[src/rtl/coherent_bus_ctrl.sv]
// Coherent memory controller: round-robin arbiter between per-CPU L1 caches and one RAM port,
// with snooping, invalidation and dirty-line forwarding. Optional stats counters: COHERENT_BUS_STATS_EN.
module coherent_bus_ctrl #(
  parameter int CPUS         = 2,
  parameter int SNOOP_CYCLES = 1
) (
  input  logic                 CLK,
  input  logic                 nRST,
  input  logic [CPUS-1:0]      iREN,
  input  logic [CPUS*32-1:0]   iaddr,
  input  logic [CPUS-1:0]      dREN,
  input  logic [CPUS-1:0]      dWEN,
  input  logic [CPUS*32-1:0]   daddr,
  input  logic [CPUS*32-1:0]   dstore,
  input  logic [CPUS-1:0]      cctrans,
  input  logic [CPUS-1:0]      ccwrite,
  output logic [CPUS-1:0]      iwait,
  output logic [CPUS-1:0]      dwait,
  output logic [CPUS*32-1:0]   iload,
  output logic [CPUS*32-1:0]   dload,
  output logic [CPUS-1:0]      ccwait,
  output logic [CPUS-1:0]      ccinv,
  output logic [CPUS*32-1:0]   ccsnoopaddr,
  output logic                 ramREN,
  output logic                 ramWEN,
  output logic [31:0]          ramaddr,
  output logic [31:0]          ramstore,
  input  logic [31:0]          ramload,
  input  logic [1:0]           ramstate,
  output logic [2:0]           dbg_state_o
`ifdef COHERENT_BUS_STATS_EN
  ,
  output logic [31:0]          snoop_cnt,
  output logic [31:0]          c2c_cnt
`endif
);

  localparam int IW = (CPUS > 1) ? $clog2(CPUS) : 1;
  localparam int CW = (SNOOP_CYCLES > 1) ? $clog2(SNOOP_CYCLES) : 1;
  localparam logic [1:0] RAM_ACCESS = 2'd2;

  typedef enum logic [2:0] {
    S_IDLE  = 3'd0,
    S_SNOOP = 3'd1,
    S_RESP  = 3'd2,
    S_WB    = 3'd3,
    S_DRD   = 3'd4,
    S_DWR   = 3'd5,
    S_IRD   = 3'd6
  } state_t;

  state_t        state_q, state_d;
  logic [IW-1:0] winner_q, winner_d;
  logic [IW-1:0] owner_q, owner_d;
  logic [IW-1:0] rr_q, rr_d;
  logic [CW-1:0] cnt_q, cnt_d;

  logic [CPUS-1:0] dreq, cand;
  logic            found;
  logic [IW-1:0]   pick;
  logic            resp_found;
  logic [IW-1:0]   resp_owner;
  logic            access;
  logic [IW-1:0]   rr_next;
  logic [31:0]     w_daddr, w_dstore, w_iaddr, o_daddr, o_dstore;
  logic            w_dren, w_dwen, w_iren, w_ccwrite;

  assign access    = (ramstate == RAM_ACCESS);
  assign rr_next   = (winner_q == IW'(CPUS - 1)) ? '0 : winner_q + 1'b1;
  assign w_daddr   = daddr[winner_q*32 +: 32];
  assign w_dstore  = dstore[winner_q*32 +: 32];
  assign w_iaddr   = iaddr[winner_q*32 +: 32];
  assign o_daddr   = daddr[owner_q*32 +: 32];
  assign o_dstore  = dstore[owner_q*32 +: 32];
  assign w_dren    = dREN[winner_q];
  assign w_dwen    = dWEN[winner_q];
  assign w_iren    = iREN[winner_q];
  assign w_ccwrite = ccwrite[winner_q];
  assign dbg_state_o = state_q;

  // Data requests shadow instruction fetches entirely; search starts at the round-robin pointer.
  always_comb begin
    dreq  = dREN | dWEN;
    cand  = (|dreq) ? dreq : iREN;
    found = 1'b0;
    pick  = '0;
    for (int i = 0; i < CPUS; i++) begin
      if (!found && cand[(int'(rr_q) + i) % CPUS]) begin
        found = 1'b1;
        pick  = IW'((int'(rr_q) + i) % CPUS);
      end
    end
  end

  always_comb begin
    resp_found = 1'b0;
    resp_owner = '0;
    for (int k = 0; k < CPUS; k++) begin
      if (!resp_found && dWEN[k] && (k != int'(winner_q))) begin
        resp_found = 1'b1;
        resp_owner = IW'(k);
      end
    end
  end

  always_comb begin
    state_d  = state_q;
    winner_d = winner_q;
    owner_d  = owner_q;
    rr_d     = rr_q;
    cnt_d    = cnt_q;
    case (state_q)
      S_IDLE: begin
        if (found) begin
          winner_d = pick;
          cnt_d    = '0;
          if (|dreq) begin
            if (cctrans[pick])   state_d = S_SNOOP;
            else if (dREN[pick]) state_d = S_DRD;
            else                 state_d = S_DWR;
          end else begin
            state_d = S_IRD;
          end
        end
      end
      S_SNOOP: begin
        if (cnt_q == CW'(SNOOP_CYCLES - 1)) state_d = S_RESP;
        else                                cnt_d   = cnt_q + 1'b1;
      end
      S_RESP: begin
        if (resp_found) begin
          owner_d = resp_owner;
          state_d = S_WB;
        end else if (w_dren) begin
          state_d = S_DRD;
        end else begin
          state_d = S_DWR;
        end
      end
      // A writing winner is not retired by the writeback; it simply re-arbitrates.
      S_WB: begin
        if (access) begin
          rr_d    = rr_next;
          state_d = S_IDLE;
        end
      end
      S_DRD: begin
        if (!w_dren) state_d = S_IDLE;
        else if (access) begin
          rr_d    = rr_next;
          state_d = S_IDLE;
        end
      end
      S_DWR: begin
        if (!w_dwen) state_d = S_IDLE;
        else if (access) begin
          rr_d    = rr_next;
          state_d = S_IDLE;
        end
      end
      S_IRD: begin
        if (!w_iren) state_d = S_IDLE;
        else if (access) begin
          rr_d    = rr_next;
          state_d = S_IDLE;
        end
      end
      default: state_d = S_IDLE;
    endcase
  end

  always_ff @(posedge CLK) begin
    if (!nRST) begin
      state_q  <= S_IDLE;
      winner_q <= '0;
      owner_q  <= '0;
      rr_q     <= '0;
      cnt_q    <= '0;
    end else begin
      state_q  <= state_d;
      winner_q <= winner_d;
      owner_q  <= owner_d;
      rr_q     <= rr_d;
      cnt_q    <= cnt_d;
    end
  end

  // RAM strobes never look at ramstate, which keeps the RAM handshake free of combinational loops.
  always_comb begin
    ramREN   = 1'b0;
    ramWEN   = 1'b0;
    ramaddr  = '0;
    ramstore = '0;
    case (state_q)
      S_WB: begin
        ramWEN   = 1'b1;
        ramaddr  = o_daddr;
        ramstore = o_dstore;
      end
      S_DRD: begin
        if (w_dren) begin
          ramREN  = 1'b1;
          ramaddr = w_daddr;
        end
      end
      S_DWR: begin
        if (w_dwen) begin
          ramWEN   = 1'b1;
          ramaddr  = w_daddr;
          ramstore = w_dstore;
        end
      end
      S_IRD: begin
        if (w_iren) begin
          ramREN  = 1'b1;
          ramaddr = w_iaddr;
        end
      end
      default: ;
    endcase
  end

  always_comb begin
    iwait       = '1;
    dwait       = '1;
    iload       = '0;
    dload       = '0;
    ccwait      = '0;
    ccinv       = '0;
    ccsnoopaddr = '0;
    case (state_q)
      S_SNOOP, S_RESP, S_WB: begin
        for (int k = 0; k < CPUS; k++) begin
          if (k != int'(winner_q)) begin
            ccwait[k]             = 1'b1;
            ccinv[k]              = w_ccwrite;
            ccsnoopaddr[k*32 +: 32] = w_daddr;
          end
        end
        if (state_q == S_WB) begin
          if (w_dren) dload[winner_q*32 +: 32] = o_dstore;
          if (access) begin
            dwait[owner_q] = 1'b0;
            if (w_dren) dwait[winner_q] = 1'b0;
          end
        end
      end
      S_DRD: begin
        if (w_dren) begin
          dload[winner_q*32 +: 32] = ramload;
          if (access) dwait[winner_q] = 1'b0;
        end
      end
      S_DWR: begin
        if (w_dwen && access) dwait[winner_q] = 1'b0;
      end
      S_IRD: begin
        if (w_iren) begin
          iload[winner_q*32 +: 32] = ramload;
          if (access) iwait[winner_q] = 1'b0;
        end
      end
      default: ;
    endcase
  end

`ifdef COHERENT_BUS_STATS_EN
  logic [31:0] snoop_cnt_q, c2c_cnt_q;

  always_ff @(posedge CLK) begin
    if (!nRST) begin
      snoop_cnt_q <= '0;
      c2c_cnt_q   <= '0;
    end else begin
      if (state_q == S_IDLE && state_d == S_SNOOP && snoop_cnt_q != 32'hFFFF_FFFF)
        snoop_cnt_q <= snoop_cnt_q + 32'd1;
      if (state_q == S_WB && access && c2c_cnt_q != 32'hFFFF_FFFF)
        c2c_cnt_q <= c2c_cnt_q + 32'd1;
    end
  end

  assign snoop_cnt = snoop_cnt_q;
  assign c2c_cnt   = c2c_cnt_q;
`endif

endmodule

[config.mk]
export PLATFORM = sky130hd
export DESIGN_NAME = coherent_bus_ctrl
export DESIGN_NICKNAME = d
export VERILOG_FILES = /design/src/rtl/coherent_bus_ctrl.sv
export SDC_FILE = /design/constraint.sdc
export NUM_CORES = 1
export LEC_CHECK = 0
export CELL_PAD_IN_SITES_DETAIL_PLACEMENT = 1
export CELL_PAD_IN_SITES_GLOBAL_PLACEMENT = 1
export CORE_AREA = 2 2 198 200
export CTS_BUF_LIST = sky130_fd_sc_hd__clkbuf_2
export CTS_CLUSTER_DIAMETER = 40
export DETAILED_ROUTE_END_ITERATION = 10
export DIE_AREA = 0 0 200 202
export PLACE_DENSITY = 0.69
export SYNTH_ARGS = -nofsm -noshare
export SYNTH_HDL_FRONTEND = slang
export SYNTH_SLANG_ARGS = --single-unit
[constraint.sdc]
create_clock -name CLK -period 2.3 [get_ports CLK]
set_input_delay 0.46 -clock CLK [delete_from_list [all_inputs] [get_ports CLK]]
set_output_delay 0.46 -clock CLK [all_outputs]
set_load 0.01 [all_outputs]
==> impl_metrics.json <==
{
  "track_usage": 0.2041,
  "grt_pass1_wl_um": 61180,
  "hold_class": "flip-flop to flip-flop",
  "ir_drop_uv": 143.9,
  "port_buffers": 506,
  "grt_pass1_vias": 8853,
  "finalNetCount": 1521,
  "path_max_fanout": 8,
  "crit_start": "winner_q$_SDFFE_PN0P_",
  "fin_area_um2": 12960,
  "synth-seq-cells": 6,
  "avgSynthCellArea_um2": 7.341,
  "gp_congestion": 0.8729,
  "clock_skew_ps": 19.93,
  "via_count": 8297,
  "yosys.area_share.simple": 0.2890,
  "antenna_found_initial": 2,
  "finalWorstSetupSlack_ps": -253.1,
  "p_leak_nw": 5.731,
  "rsz0062_at_grt": "true",
  "fillers": 4464,
  "path_class": "flip-flop to primary output",
  "cts_tree": "done",
  "timing.rr.end": "dbg_state_o[2]$_SDFFE_PN0P_",
  "syn_nets": 891,
  "yosysSeqAreaShare": 0.02506,
  "synth_compound_area_frac": 0.2524,
  "async_flop_share": 0,
  "max-cap-violations": 0,
  "synth_edf_count": 0,
  "violations": "setup timing",
  "max_freq_mhz": 391.7,
  "maxSlewHeadroom": 0.6451,
  "post-place-ws_ps": -784.1,
  "syn_area_um2": 4793,
  "seq_area_um2": 131.4,
  "cts-root-buf": "clkbuf_2",
  "ios": 507,
  "clk_path_buf_depth": 2,
  "synth_cell_types": 47,
  "hold_viol_final": 0,
  "ctsHoldBuffers": 0,
  "globalRoute.totalOverflow": 0,
  "drt_iter0_drc": 322,
  "dp_hpwl_um": 30900,
  "clock_sinks": 6,
  "setup_viol": 163,
  "outcome": "finished with violations",
  "dr.pass1.iters": 4,
  "synth_top_family_by_area": "multiplexers",
  "wl_per_cell_um": 25.20,
  "htreeDepth": 1,
  "routed_via_density": 4.604,
  "worst_ep_required_time_ps": 1840,
  "clkLatencyLatePin_ps": 250,
  "tns_ps": -18830,
  "dieArea_um2": 40400,
  "period_share": 1.110,
  "die_h_um": 202,
  "grt_max_degree": 52,
  "synth-warning-count": 0,
  "fin_crit_ps": 2553,
  "start_util": 0.1252,
  "tightest_slew_ps": 525.7,
  "clkTransAtPathRegs_ps": 90,
  "critPathLaunchType": "flip-flop",
  "critical_path.endpoint": "dload[57]",
  "cts-buffers-inserted": 3,
  "synthMuxAreaShare": 0.3597,
  "reg2reg_depth": 6,
  "critPathCaptureType": "primary output",
  "ant_nets": 0,
  "final_max_slew_viol_count": 0,
  "synthXorXnorAreaFrac": 0,
  "fin_cells": 1802,
  "r2r-start": "winner_q$_SDFFE_PN0P_",
  "route.final.wire_length_um": 45410,
  "synthAdderAreaFrac": 0,
  "synthFlopType": "dfxtp_1",
  "areaGrowthSynthToFinish_pct": 170.3,
  "synthCells": 653,
  "fp.dieW_um": 200,
  "multiInputGateArea_um2": 5140,
  "p_per_area_nw_per_um2": 343.2,
  "placed_cell_area_um2": 11260,
  "num_rows": 72,
  "dp_cells": 1707,
  "drive_above_1_share": 0.4376,
  "drc": 0,
  "critPathArrivalTime_ps": 2090,
  "hold_slack_ps": 490.8,
  "rrSetupSlack_ps": 320,
  "coreArea_um2": 38290
}
[worst min-delay path by stage]
stage,startpoint,endpoint,cells after the start
6_report,rr_q$_SDFFE_PN0P_,rr_q$_SDFFE_PN0P_,2
5_1_grt,rr_q$_SDFFE_PN0P_,rr_q$_SDFFE_PN0P_,2
4_1_cts,rr_q$_SDFFE_PN0P_,rr_q$_SDFFE_PN0P_,2
3_5_place_dp,rr_q$_SDFFE_PN0P_,rr_q$_SDFFE_PN0P_,2
3_3_place_gp,rr_q$_SDFFE_PN0P_,rr_q$_SDFFE_PN0P_,2
2_1_floorplan,rr_q$_SDFFE_PN0P_,rr_q$_SDFFE_PN0P_,2
[through the flow]
stage | utilization | total power, W
2_1_floorplan | - | 0.001591
3_3_place_gp | 0.2941 | 0.003526
3_5_place_dp | 0.2941 | 0.003556
4_1_cts | 0.3199 | 0.004163
5_1_grt | 0.3383 | 0.004684
6_report | 0.3384 | 0.004446
[placed cells by master (no fill, tap or decap), types with 7 or more instances in the layout]
cell type	instances
and3_1	31
o22ai_4	11
and2_4	13
o221ai_2	25
buf_12	35
and2_1	89
dlymetal6s2s_1	16
mux2i_2	10
clkdlybuf4s50_1	234
a22o_1	62
nor2_2	14
mux2_2	33
buf_4	95
clkdlybuf4s15_1	10
clkbuf_2	27
dlygate4sd2_1	49
clkbuf_16	7
o22ai_2	17
nor2_1	24
o221ai_4	7
a21oi_1	7
nand2_1	40
buf_16	17
buf_6	74
clkdlybuf4s15_2	22
buf_2	115
mux2i_1	120
[cell usage after synthesis (all sizes together), types with 3 or more instances]
library cell	n	area [um2]
nand2b	6	37.54
a31oi	3	18.77
a21oi	7	35.03
mux2i	134	1341
nor2b	3	18.77
buf	43	219.0
o221ai	32	280.3
nor3	5	40.04
and3	33	206.5
a22o	63	551.8
o22ai	33	206.5
nand2	42	157.7
nor3b	4	35.03
nor2	39	148.9
nand3	3	15.01
clkbuf	35	131.4
mux2	34	382.9
dfxtp	6	120.1
o21ai	3	15.01
and2	102	638.1
[power by group]
part | switching (W) | internal [W]
Combinational | 0.00199 | 0.00218
Clock | 0.0000495 | 0.0000461
Sequential | 0.0000475 | 0.000131
[kinds of logic after synthesis]
group | Yosys count
AND/OR/NAND/NOR | 247
multiplexers | 168
AO/OA/AOI/OAI | 153
flip-flops | 6
buffers and inverters | 79
[per-layer routing]
| layer | track usage | vias to the layer above | share of wire | routed length, um |
|---|---|---|---|---|
| met5 | 0 | - | 0 | 0 |
| met3 | 0.02903 | 43 | 0.060 | 2740 |
| met1 | 0.2417 | 4144 | 0.39 | 17880 |
| met4 | 0.03704 | 0 | 0.018 | 830 |
| met2 | 0.3870 | 373 | 0.53 | 23960 |
| li1 | - | 3737 | - | - |
[layout make-up]
cell class / count / share of cell area
well taps: 518 / 0.05002
flip-flops and latches: 6 / 0.01014
multi-input cells: 568 / 0.3967
inverters: 1 / 0.0002897
diodes: 2 / 0.0003863
repair buffers: 703 / 0.5409
clock buffers: 4 / 0.001545
[worst max-delay path: stages (launching register included)]
cell and delay, ps:
dfxtp_4 420, buf_6 140, mux2i_4 270, nor3_4 70, and2_4 180, buf_6 120
buf_12 120, buf_16 140, a22o_1 230, buf_2 140
[timing repair]
action / CTS / global route
pin swaps: 29 / 52
gates cloned: 20 / 8
setup buffers: 53 / 21
endpoints found under the setup margin: 266 / 251
gates resized for setup: 854 / 240
[state kept, by name, indices dropped and copies added, names as in the netlist]
name,cells
owner_q,1
dbg_state_o,3
rr_q,1
winner_q,1
(Power assumes the default switching activity.)
